<file path="src/rtl/aes_wb_regif.sv">
// aes_wb_regif: Wishbone classic slave register block in front of the AES core.
// Decodes key, data-in, control, status and result registers, runs a single
// block operation through a start/done handshake, and raises a level interrupt
// when the operation finishes or times out.
module aes_wb_regif #(
    parameter logic [31:0] BASE_ADDR = 32'hE000_0000,
    parameter int          TIMEOUT   = 1024
) (
    input  logic           clk,
    input  logic           rst,
    input  logic [31:0]    wb_adr_i,
    input  logic [31:0]    wb_dat_i,
    input  logic [3:0]     wb_sel_i,
    input  logic           wb_we_i,
    input  logic           wb_cyc_i,
    input  logic           wb_stb_i,
    output logic [31:0]    wb_dat_o,
    output logic           wb_ack_o,
    output logic           wb_err_o,
    output logic           aes_start,
    output logic           aes_mode,
    output logic [127:0]   aes_key,
    output logic [127:0]   aes_din,
    input  logic [127:0]   aes_dout,
    input  logic           aes_done,
    output logic           irq
);

    localparam logic [0:0]  ST_IDLE = 1'b0;
    localparam logic [0:0]  ST_BUSY = 1'b1;

    localparam bit          TO_EN   = (TIMEOUT != 0);
    localparam logic [31:0] TO_LAST = 32'(TIMEOUT - 1);

    // Register state
    logic [0:0]        r_state;
    logic [31:0]       r_cnt;
    logic              r_start;
    logic              r_mode;
    logic              r_done;
    logic              r_err;
    logic [3:0][31:0]  r_key;
    logic [3:0][31:0]  r_din;
    logic [3:0][31:0]  r_dout;
    logic              r_ack;
    logic              r_errAck;
    logic [31:0]       r_rdata;

    // Decode and control wires
    logic              w_hit;
    logic              w_req;
    logic [7:0]        w_off;
    logic [1:0]        w_idx;
    logic              w_isCtrl;
    logic              w_isStatus;
    logic              w_isKey;
    logic              w_isDin;
    logic              w_isDout;
    logic              w_mapped;
    logic              w_busy;
    logic              w_bad;
    logic              w_wr;
    logic [31:0]       w_rdata;
    logic              w_startWr;
    logic              w_clrDone;
    logic              w_clrErr;
    logic              w_setDone;
    logic              w_setErr;

    // Merge new write data into an existing word, one byte lane per select bit
    function automatic logic [31:0] byteMerge(
        input logic [31:0] oldVal,
        input logic [31:0] newVal,
        input logic [3:0]  sel
    );
        logic [31:0] res;
        for (int b = 0; b < 4; b++) begin
            res[8*b +: 8] = sel[b] ? newVal[8*b +: 8] : oldVal[8*b +: 8];
        end
        return res;
    endfunction

    assign w_busy     = (r_state == ST_BUSY);
    assign w_off      = wb_adr_i[7:0];
    assign w_idx      = w_off[3:2];
    assign w_hit      = (wb_adr_i[31:8] == BASE_ADDR[31:8]);
    // A new request is only accepted once the previous termination has dropped
    assign w_req      = wb_cyc_i & wb_stb_i & w_hit & ~wb_ack_o & ~wb_err_o;

    assign w_isCtrl   = (w_off == 8'h00);
    assign w_isStatus = (w_off == 8'h04);
    assign w_isKey    = (w_off[7:4] == 4'h1) && (w_off[1:0] == 2'b00);
    assign w_isDin    = (w_off[7:4] == 4'h2) && (w_off[1:0] == 2'b00);
    assign w_isDout   = (w_off[7:4] == 4'h3) && (w_off[1:0] == 2'b00);
    assign w_mapped   = w_isCtrl | w_isStatus | w_isKey | w_isDin | w_isDout;

    // Operand registers are frozen while the core is working so its inputs stay stable
    assign w_bad      = ~w_mapped
                      | (wb_we_i & w_isDout)
                      | (wb_we_i & w_busy & (w_isKey | w_isDin | w_isCtrl));
    assign w_wr       = w_req & wb_we_i & ~w_bad;

    assign w_startWr  = w_wr & w_isCtrl   & wb_sel_i[0] & wb_dat_i[0];
    assign w_clrDone  = w_wr & w_isStatus & wb_sel_i[0] & wb_dat_i[1];
    assign w_clrErr   = w_wr & w_isStatus & wb_sel_i[0] & wb_dat_i[2];

    // Completion takes priority over a timeout that expires in the same cycle
    assign w_setDone  = w_busy & aes_done;
    assign w_setErr   = w_busy & ~aes_done & TO_EN & (r_cnt == TO_LAST);

    // Read data multiplexer for the addressed register
    always_comb begin
        w_rdata = 32'h0;
        if (w_isCtrl) begin
            w_rdata = {30'h0, r_mode, 1'b0};
        end else if (w_isStatus) begin
            w_rdata = {29'h0, r_err, r_done, w_busy};
        end else if (w_isKey) begin
            w_rdata = r_key[w_idx];
        end else if (w_isDin) begin
            w_rdata = r_din[w_idx];
        end else if (w_isDout) begin
            w_rdata = r_dout[w_idx];
        end
    end

    // Registered bus termination; read data is only non-zero during a read ack
    always_ff @(posedge clk or posedge rst) begin
        if (rst) begin
            r_ack    <= 1'b0;
            r_errAck <= 1'b0;
            r_rdata  <= 32'h0;
        end else begin
            r_ack    <= w_req & ~w_bad;
            r_errAck <= w_req & w_bad;
            r_rdata  <= (w_req & ~w_bad & ~wb_we_i) ? w_rdata : 32'h0;
        end
    end

    // Key, data-in and mode registers with per-byte write enables
    always_ff @(posedge clk or posedge rst) begin
        if (rst) begin
            r_key  <= '0;
            r_din  <= '0;
            r_mode <= 1'b0;
        end else if (w_wr) begin
            if (w_isKey) begin
                r_key[w_idx] <= byteMerge(r_key[w_idx], wb_dat_i, wb_sel_i);
            end
            if (w_isDin) begin
                r_din[w_idx] <= byteMerge(r_din[w_idx], wb_dat_i, wb_sel_i);
            end
            if (w_isCtrl && wb_sel_i[0]) begin
                r_mode <= wb_dat_i[1];
            end
        end
    end

    // Operation sequencer: start pulse, cycle counter and result capture
    always_ff @(posedge clk or posedge rst) begin
        if (rst) begin
            r_state <= ST_IDLE;
            r_cnt   <= 32'h0;
            r_start <= 1'b0;
            r_dout  <= '0;
        end else begin
            r_start <= 1'b0;
            case (r_state)
                ST_IDLE: begin
                    if (w_startWr) begin
                        r_state <= ST_BUSY;
                        r_cnt   <= 32'h0;
                        r_start <= 1'b1;
                    end
                end
                ST_BUSY: begin
                    r_cnt <= r_cnt + 32'd1;
                    if (w_setDone) begin
                        r_dout  <= aes_dout;
                        r_state <= ST_IDLE;
                    end else if (w_setErr) begin
                        r_state <= ST_IDLE;
                    end
                end
                default: begin
                    r_state <= ST_IDLE;
                end
            endcase
        end
    end

    // Sticky status flags; a set in the same cycle as a clear wins
    always_ff @(posedge clk or posedge rst) begin
        if (rst) begin
            r_done <= 1'b0;
            r_err  <= 1'b0;
        end else begin
            if (w_setDone) begin
                r_done <= 1'b1;
            end else if (w_clrDone) begin
                r_done <= 1'b0;
            end
            if (w_setErr) begin
                r_err <= 1'b1;
            end else if (w_clrErr) begin
                r_err <= 1'b0;
            end
        end
    end

    assign wb_ack_o  = r_ack;
    assign wb_err_o  = r_errAck;
    assign wb_dat_o  = r_rdata;
    assign aes_start = r_start;
    assign aes_mode  = r_mode;
    assign aes_key   = r_key;
    assign aes_din   = r_din;
    assign irq       = r_done | r_err;

endmodule
</file>
<file path="config.mk">
export PLATFORM = sky130hd
export DESIGN_NAME = aes_wb_regif
export DESIGN_NICKNAME = d
export VERILOG_FILES = /design/src/rtl/aes_wb_regif.sv
export SDC_FILE = /design/constraint.sdc
export NUM_CORES = 1
export LEC_CHECK = 0
export ABC_AREA = 1
export CORE_ASPECT_RATIO = 0.6
export CORE_UTILIZATION = 54
export DETAILED_ROUTE_END_ITERATION = 8
export PLACE_DENSITY = 0.85
export SYNTH_ARGS = -nofsm -noshare
export SYNTH_HDL_FRONTEND = slang
export SYNTH_SLANG_ARGS = --single-unit
</file>
<file path="constraint.sdc">
create_clock -name clk -period 27.9 [get_ports clk]
set_input_delay 6.975 -clock clk [delete_from_list [all_inputs] [get_ports clk]]
set_output_delay 6.975 -clock clk [all_outputs]
set_load 0.05 [all_outputs]
</file>
# After elaboration in Yosys (flattened, before gate mapping)
# Index checks and enable logic that the tools add are counted.
# Widths: inputs -> output; s select.
word_totals:
  input_bits: 202
  ff_bits: 455
  wordCells: 117
  out_inout_bits: 293
classes:
  n_reduce_logical: 13
  n_mux: 35
  bitwise_logic: 38
  eq_ne: 7
  n_lt_le_gt_ge: 2
  n_addsub: 1
ops:
  columns: ["operator", "n"]
  rows:
  - ["$mux 32", 11]
  - ["$bwmux 128", 2]
  - ["$bmux 32 s2", 3]
  - ["$demux 32 s2", 1]
  - ["$mux 8", 8]
  - ["$pmux 32 s2", 1]
  - ["$add 32x1->32 const B", 1]
  - ["$eq 32x10->1 const B", 1]
  - ["$eq 24x24->1 const B", 1]
  - ["$and 1x1->1", 22]
  - ["$or 1x1->1", 9]
  - ["$eq 4x2->1 const B", 2]
  - ["$eq 8x3->1 const B", 1]
  - ["$logic_not 8->1", 1]
  - ["$mux 1", 8]
  - ["$reduce_and 2->1", 4]
  - ["$not 1->1", 7]
  - ["$logic_and 1x1->1", 5]
  - ["$eq 4x1->1 const B", 1]
  - ["$reduce_bool 2->1", 2]
  - ["$lt 2x3->1 const B", 1]
  - ["$ge 2x1->1 const B", 1]
  - ["$logic_not 2->1", 1]
  - ["$ne 2x2->1 const B", 1]
  - ["$pmux 1 s2", 1]

# Longest topological paths before layout
# Gate-level depths: netlist (run 1).
logic_depth:
  ltp_word: 15
  ltp_mapped: 13
  ltp_nobuf: 11

# Worst setup path before layout (run 1)
# OpenSTA, ideal clock, no wires.
synth_path:
  kind: "in2reg"
  from: "in wb_adr_i[9]"
  to: "reg r_key, in the netlist aes_key[100]"
  setup_ns: 0.130
  path_buffers: 2
  slack_ns: 19.406
  t_arrival_ns: 8.364
  required_ns: 27.770
  path_stages: 10
  path_cell_list: "nor2_1 > nand4_1 > nor2_1 > nand2_1 > nor2_1 > buf_2 > nand4_2 > clkbuf_1 > nand2_1 > o21ai_1"
synth_between:
  elab_chain_len: 7
synth_lines:
  columns: ["element", "line", "text"]
  rows:
  - ["start: declaration", "11", "input logic [31:0] wb_adr_i,"]
  - ["$eq 24x24->1", "86", "assign w_hit = (wb_adr_i[31:8] == BASE_ADDR[31:8]);"]
  - ["$and 1x1->1 (3 in a row)", "88", "assign w_req = wb_cyc_i & wb_stb_i & w_hit & ~wb_ack_o & ~wb_err_o;"]
  - ["$and 1x1->1 (2 in a row)", "101", "assign w_wr = w_req & wb_we_i & ~w_bad;"]
  - ["$reduce_and 2->1 (no line)", null, null]
  - ["end signal: indexed assignment", "148", "r_key[w_idx] <= byteMerge(r_key[w_idx], wb_dat_i, wb_sel_i);"]
  - ["end: declaration", "42", "logic [3:0][31:0] r_key;"]
# No other way between the ends.
# A chain may end at the register's enable or synchronous reset.

# Worst setup path after layout (run 1)
layout_path:
  from: "in wb_adr_i[3]"
  to: "reg r_key, in the netlist aes_key[57]"
layout_between:
  elab_chain_len: 11
  elab_cells_between_ends: 23
  cone_classes: "order compare (2); eq/ne (1); mux (6); bitwise (11); reduce/logical (3)"
layout_lines:
  columns: ["element", "line", "text"]
  rows:
  - ["$eq 8x3->1 or $logic_not 8->1 (tied branches)", "91, 90", null]
  - ["$or 1x1->1 (4 in a row)", "95", "assign w_mapped = w_isCtrl | w_isStatus | w_isKey | w_isDin | w_isDout;"]
  - ["$not 1->1", "98", "assign w_bad = ~w_mapped"]
  - ["$or 1x1->1", "99", "| (wb_we_i & w_isDout)"]
  - ["$or 1x1->1", "100", "| (wb_we_i & w_busy & (w_isKey | w_isDin | w_isCtrl));"]
  - ["$not 1->1", "101", null]
  - ["$and 1x1->1", "101", null]
  - ["$reduce_and 2->1 (no line)", null, null]
# Several ways; a longest one is shown, not always the timed one. The select of a mux whose other input is x is not followed.

==> metrics.txt, run 1 <==
worst path required time=between 20 and 30 ns; Ports=495; combinational share of power=5.7%; kind of critical path=in2reg; switching power=304.6 µW; library cells used by synthesis=30; TNS Setup=0 ns; vias in the first global route=just under 20,000; fillers=2,610; Total Wirelength=74,160 µm; status=complete, no violations; Layout Nets=2,920; Yosys warning count=0; Congestion Overflow GR=0; Synth Area per Inst=8.968 µm²; Worst-Margin Slew=about 1.2 ns; synthesis-to-layout area growth=32.42%; Die Wd=between 200 and 300 µm; Post-DP HPWL=50,750 µm; CP cell instances=clkdlybuf4s50_1, nor2_4, buf_4, nand2_1, inv_2, nand2_1, nand2_1, nor2_1, nor2_4, nand4_4, nand2_1, o21ai_1; startpoint types=input pin; Cell Area, Synth=just over 20,000 µm²; Via-to-Cell Ratio=6.058; I/O Buffers=494; clock root buffer=clkbuf_16; Yosys top cell area share=approximately 55%; via count=19,725; pwr/cell area=49.12 nW/µm²; unrepaired setup endpoints after global routing=false; final hold vios=0; clk slew on worst S/H paths=around 0.060 ns; Sw Ratio=22.76%; first-pass GRT wire length=114,000 µm; top cells by area, synth=dfrtp_1 55%, nand2_1 13%, mux2_2 7.0%; initial core utilization=55.77%; syn_nets=2,497; Post-synth EDFFs=0; Leakage=0.01245 µW; Synth Flop Type=dfrtp_1; fin crit period=10.64 ns; endpoints failing setup=0; Core Box Area=36,890 µm²; sequential-to-total area share from yosys stat=55.34%; Max-Cap Viols=0; crit-path most repeated cell=nand2_1; CP peak stage delay=1.00 ns; CTS tree=done; die area=approximately 40,000 µm²; #FFs+latches synth=455; GPL Wtd Cong=0.9190; DRC viols=0; critical path fanouts, max=64; critical path data arrival time=approximately 11 ns; Row Count=54; CTS resizes=0; H-tree Lvls=2; CTS Hold Bufs=0; largest net degree at the start of global routing=194; total chip power=1338 µW; Worst Skew=0.02675 ns; Detail Route Antenna Nets=0; asr flop ratio synth=100.0%; P_int=1034 µW; multi-input logic area=just over 8000 µm²; clk_lat worst skew=0.56 ns; fin. max-slew vios=0; 1st-iter DRT viols=2,250; area leader, netlist=dfrtp_1; Routed WL per cell=roughly 23 µm; worst slack, placed=16.91 ns; CTS max path bufs=3; Worst Setup Slack, final=17.26 ns; CTS Buf Count=43; Final Core Density=73.85%; Fmax=roughly 94 MHz; sequential share of power=49.3%; Clock Power Share=between 40 and 50%; first-pass iteration count of the detailed router=7; area taken by flip-flops and latches=around 11,000 µm²; Post-synth top cells=738 x nand2_1, 455 x dfrtp_1, 260 x o21ai_1; CTS sink cnt=455; initial antenna violation count=6; height of the die=153.2 µm; layout cells sized above 1=9.319%; Min-Delay Path Class=reg2reg; worst vdd ir=0.05340 mV; GRT Total Usage=38.16%; Post-CTS Setup Bufs=0; period utilisation layout=38.14%; Synth Instances=2,294; crit end category=flop; slowest CP cell=nand4_4; count leader, synth=nand2_1; Slew Limit Headroom=approximately 17%
placed cells by master, fill, tap and decap left out, drive strengths merged:
master	instances
a21boi	5
nand3b	5
dfrtp	455
o21ai	272
a22oi	71
clkinvlp	1
clkinv	9
nor3	6
nor4	7
clkdlybuf4s50	494
buf	13
inv	115
a21oi	67
xor2	1
nand2	738
nand4	58
clkbuf	64
bufinv	2
o21bai	1
mux2	128
or2	10
nand3	115
nor2	80
ha	1
a31oi	29
diode	5
per-stage QoR:
stage,instances,hold WS (ns),instance area [µm²]
global placement,3176,0.4867,25800
finish,3256,0.5082,27240
global route,3256,0.5167,27240
detailed placement,3176,0.4931,25800
floorplan,2294,0.4672,20570
CTS,3251,0.5079,27230
kinds of logic (layout without fill, tap and decap cells):
kind of cell	after synthesis	in the layout	synth area share, %
AND/OR/NAND/NOR	1019	1019	20.91
flip-flops	455	455	55.34
AO/OA/AOI/OAI	445	445	11.94
buffers and inverters	245	698	4.701
multiplexers	128	128	7.006
adder cells (fa/ha/maj)	1	1	0.06081
XOR/XNOR	1	1	0.04258
other	0	5	0
final timing paths:
kind	startpoint	end	slack, ns	depth (start not counted)
max reg2reg	wb_ack_o	aes_key[57]	24.49	8
min	r_dout[75]	r_dout[75]	0.51	1
max	wb_adr_i[3]	aes_key[57]	17.26	12
max in group asynchronous	rst	r_cnt[2]	18.46	4
min reg2reg	r_dout[75]	r_dout[75]	0.51	1
min in group asynchronous	rst	r_dout[86]	6.98	2
power by group through the flow:
stage | sequential [µW] | clock [µW] | combinational (µW)
after CTS | 660 | 603 | 75.5
after global placement | 672 | 0 | 73.8
final | 660 | 603 | 76.1
after global routing | 659 | 629 | 81.4
after detailed placement | 672 | 0 | 75.0
after floorplan | 672 | 0 | 29.8
cell type report:
type / instances / share of cell area, %
Clock inverter: 11 / 0.3950
Inverter: 116 / 1.635
Tap cell: 504 / 2.315
Timing Repair Buffer: 507 / 18.56
Sequential cell: 455 / 41.79
Multi-Input combinational cell: 1594 / 30.42
Antenna cell: 5 / 0.04593
Clock buffer: 64 / 4.836
critical path, delay by kind of cell:
kind	cells	cell delay, ns
AND/OR/NAND/NOR	8	2.46
buffers and inverters	3	1.31
AO/OA/AOI/OAI	1	0.13
metal layers:
| metal | share of wire (%) | track usage [%] | up-vias |
|---|---|---|---|
| li1 | - | - | 8566 |
| met5 | 0.023 | 0 | - |
| met4 | 5.8 | 19.42 | 2 |
| met3 | 11 | 10.15 | 264 |
| met1 | 37 | 49.45 | 9565 |
| met2 | 45 | 59.26 | 1328 |
registers in the layout, indices dropped and copies added (netlist names):
signal,count
aes_din,128
aes_key,128
r_dout,128
r_cnt,32
wb_dat_o,32
aes_mode,1
aes_start,1
r_done,1
r_err,1
r_state,1
wb_ack_o,1
wb_err_o,1
Note: power is estimated with default switching activity, not from simulation.
==> inputs of run 2 (changes only) <==
CORE_UTILIZATION = 45   (was 54)
PLACE_DENSITY = 0.75   (was 0.85)
clock period = 8.65 ns   (was 27.9 ns; I/O delays follow)
==> run 2 against run 1 <==
Against the previous run:
- hold slack lost 0.0025 ns
- design area grew 0.91%
- worst setup slack lost 14 ns
- routed wire length grew 1.1%
- combinational power grew to 3.3 times the previous value
- first-iteration DRC count shrank 5.2%
- critical endpoint is now wb_dat_o[10]
- largest power group unchanged
==> metrics.txt, run 2 (synthesized netlist as in run 1, its figures left out) <==
Congestion Overflow GR=0; pwr/cell area=160.3 nW/µm²; Cell Area, Placed=roughly 26,000 µm²; clk slew on worst S/H paths=0.07 ns; Via-to-Cell Ratio=5.744; P_int=3401 µW; die area=46,610 µm²; worst path required time=9.07 ns; Routed WL per cell=about 22 µm; r2r setup slk=5.30 ns; GRT Total Usage=a little under a third; Fmax=~190 MHz; Critical R2R Launch=wb_ack_o; Ports=495; worst hold slack=0.5056 ns; synthesis-to-layout area growth=33.63%; first-pass iteration count of the detailed router=6; hold depth=1; Max-Cap Viols=0; TNS Setup=0 ns; height of the die=approximately 170 µm; Row Count=60; Leakage=between 0.01 and 0.015 µW; largest net degree at the start of global routing=roughly 180; CTS sink cnt=about 460; CTS tree=done; first-pass GRT wire length=113,100 µm; GPL Wtd Cong=0.9064; Reg2Reg Depth=7; Post-DP HPWL=~52,000 µm; clock root buffer=clkbuf_16; period utilisation layout=60.68%; DRC viols=0; initial antenna violation count=4; Min-Delay Path Class=reg2reg; via count=19,242; CTS Hold Bufs=0; hold endpoint=r_dout[15]; Reg-to-Reg End=aes_key[31]; crit end category=flop; total chip power=about 4400 µW; CTS Buf Count=44; initial core utilization=around 46%; worst vdd ir=0.1177 mV; final std cells w/o fill=3,350; sequential share of power=48.3%; H-tree Lvls=2; 1st-iter DRT viols=roughly 2,100; kind of critical path=in2reg; Worst Skew=0.02336 ns; fin crit period=roughly 5.2 ns; critical path data arrival time=5.67 ns; switching power=1007 µW; Post-CTS Setup Bufs=0; final hold vios=0; Cells after DPL=3,268; startpoint types=input pin; critical path fanouts, max=33; Worst-Margin Slew=roughly 1.2 ns; Design Area, Final=27,490 µm²; Slew Limit Headroom=approximately a fifth; status=complete, no violations; vias in the first global route=about 19,000; Detail Route Antenna Nets=0; fin. max-slew vios=0; Layout Nets=between 2,000 and 3,000; Clock Power Share=46.1%; Sw Ratio=22.84%; Die Wd=278.0 µm; commonest cells after routing, fill and taps aside=737 x nand2_1, 494 x clkdlybuf4s50_1, 455 x dfrtp_1, 260 x o21ai_1, 128 x mux2_2; Core Box Area=44,970 µm²; Total Wirelength=74,970 µm; CTS max path bufs=3; CTS resizes=0; combinational share of power=roughly 5.7%; endpoints failing setup=0; clk_lat worst skew=0.57 ns; I/O Buffers=494; layout cells sized above 1=just under 10%; commonest non-fill, non-tap cell in the layout=nand2_1; unrepaired setup endpoints after global routing=false; Hold Path Origin=r_dout[15]
==> run 2: final cells by class <==
class | instances | area, µm²
clock buffer | 62 | 1311
inverter | 116 | 440.4
fill | 3707 | 17480
multi-input combinational | 1594 | 8288
timing repair buffer | 514 | 5120
tap | 589 | 737.0
antenna | 4 | 10.01
sequential | 455 | 11390
clock inverter | 16 | 198.9
==> run 2: stage by stage <==
stage | setup slack (ns) | utilization (%)
CTS | 3.503 | 61.11
global placement | 2.917 | 57.75
finish | 3.401 | 61.14
floorplan | 0.3324 | -
detailed placement | 2.911 | 57.75
global route | 3.304 | 61.14
==> run 2: metal layers <==
layer  track usage (%)  share of wire (%)  up-vias
met4             11.46                3.6        0
met3             7.074                9.1      158
met5                 0                  0        -
li1                  -                  -     8582
met1             43.12                 42     9426
met2             49.60                 46     1076
==> run 2: how the worst max path moves through the flow <==
stage | startpoint | endpoint | slack, ns | cells after the start
2_1_floorplan | rst | aes_din[0] | 0.33 | 1
3_3_place_gp | wb_adr_i[6] | wb_dat_o[3] | 2.92 | 11
3_5_place_dp | wb_adr_i[6] | wb_dat_o[3] | 2.91 | 11
4_1_cts | wb_adr_i[6] | wb_dat_o[10] | 3.50 | 11
5_1_grt | wb_adr_i[6] | wb_dat_o[10] | 3.30 | 11
6_report | wb_adr_i[6] | wb_dat_o[10] | 3.40 | 11
==> run 2: power by group through the flow <==
stage | combinational (µW) | clock [µW] | sequential [µW]
2_1_floorplan | 96.3 | 0 | 2170
3_3_place_gp | 245 | 0 | 2170
3_5_place_dp | 248 | 0 | 2170
4_1_cts | 249 | 2050 | 2130
5_1_grt | 268 | 2130 | 2130
6_report | 250 | 2030 | 2130
==> run 2: worst max-delay path, cell delays in order <==
cell and delay, ns:
clkdlybuf4s50_1 0.50, inv_2 0.03, nand2_1 0.08, nor2_1 0.06
nand3_1 0.12, inv_2 0.30, nand2_1 0.14, nand2_1 0.09
nor2_4 0.51, nand3_2 0.95, a31oi_1 0.67
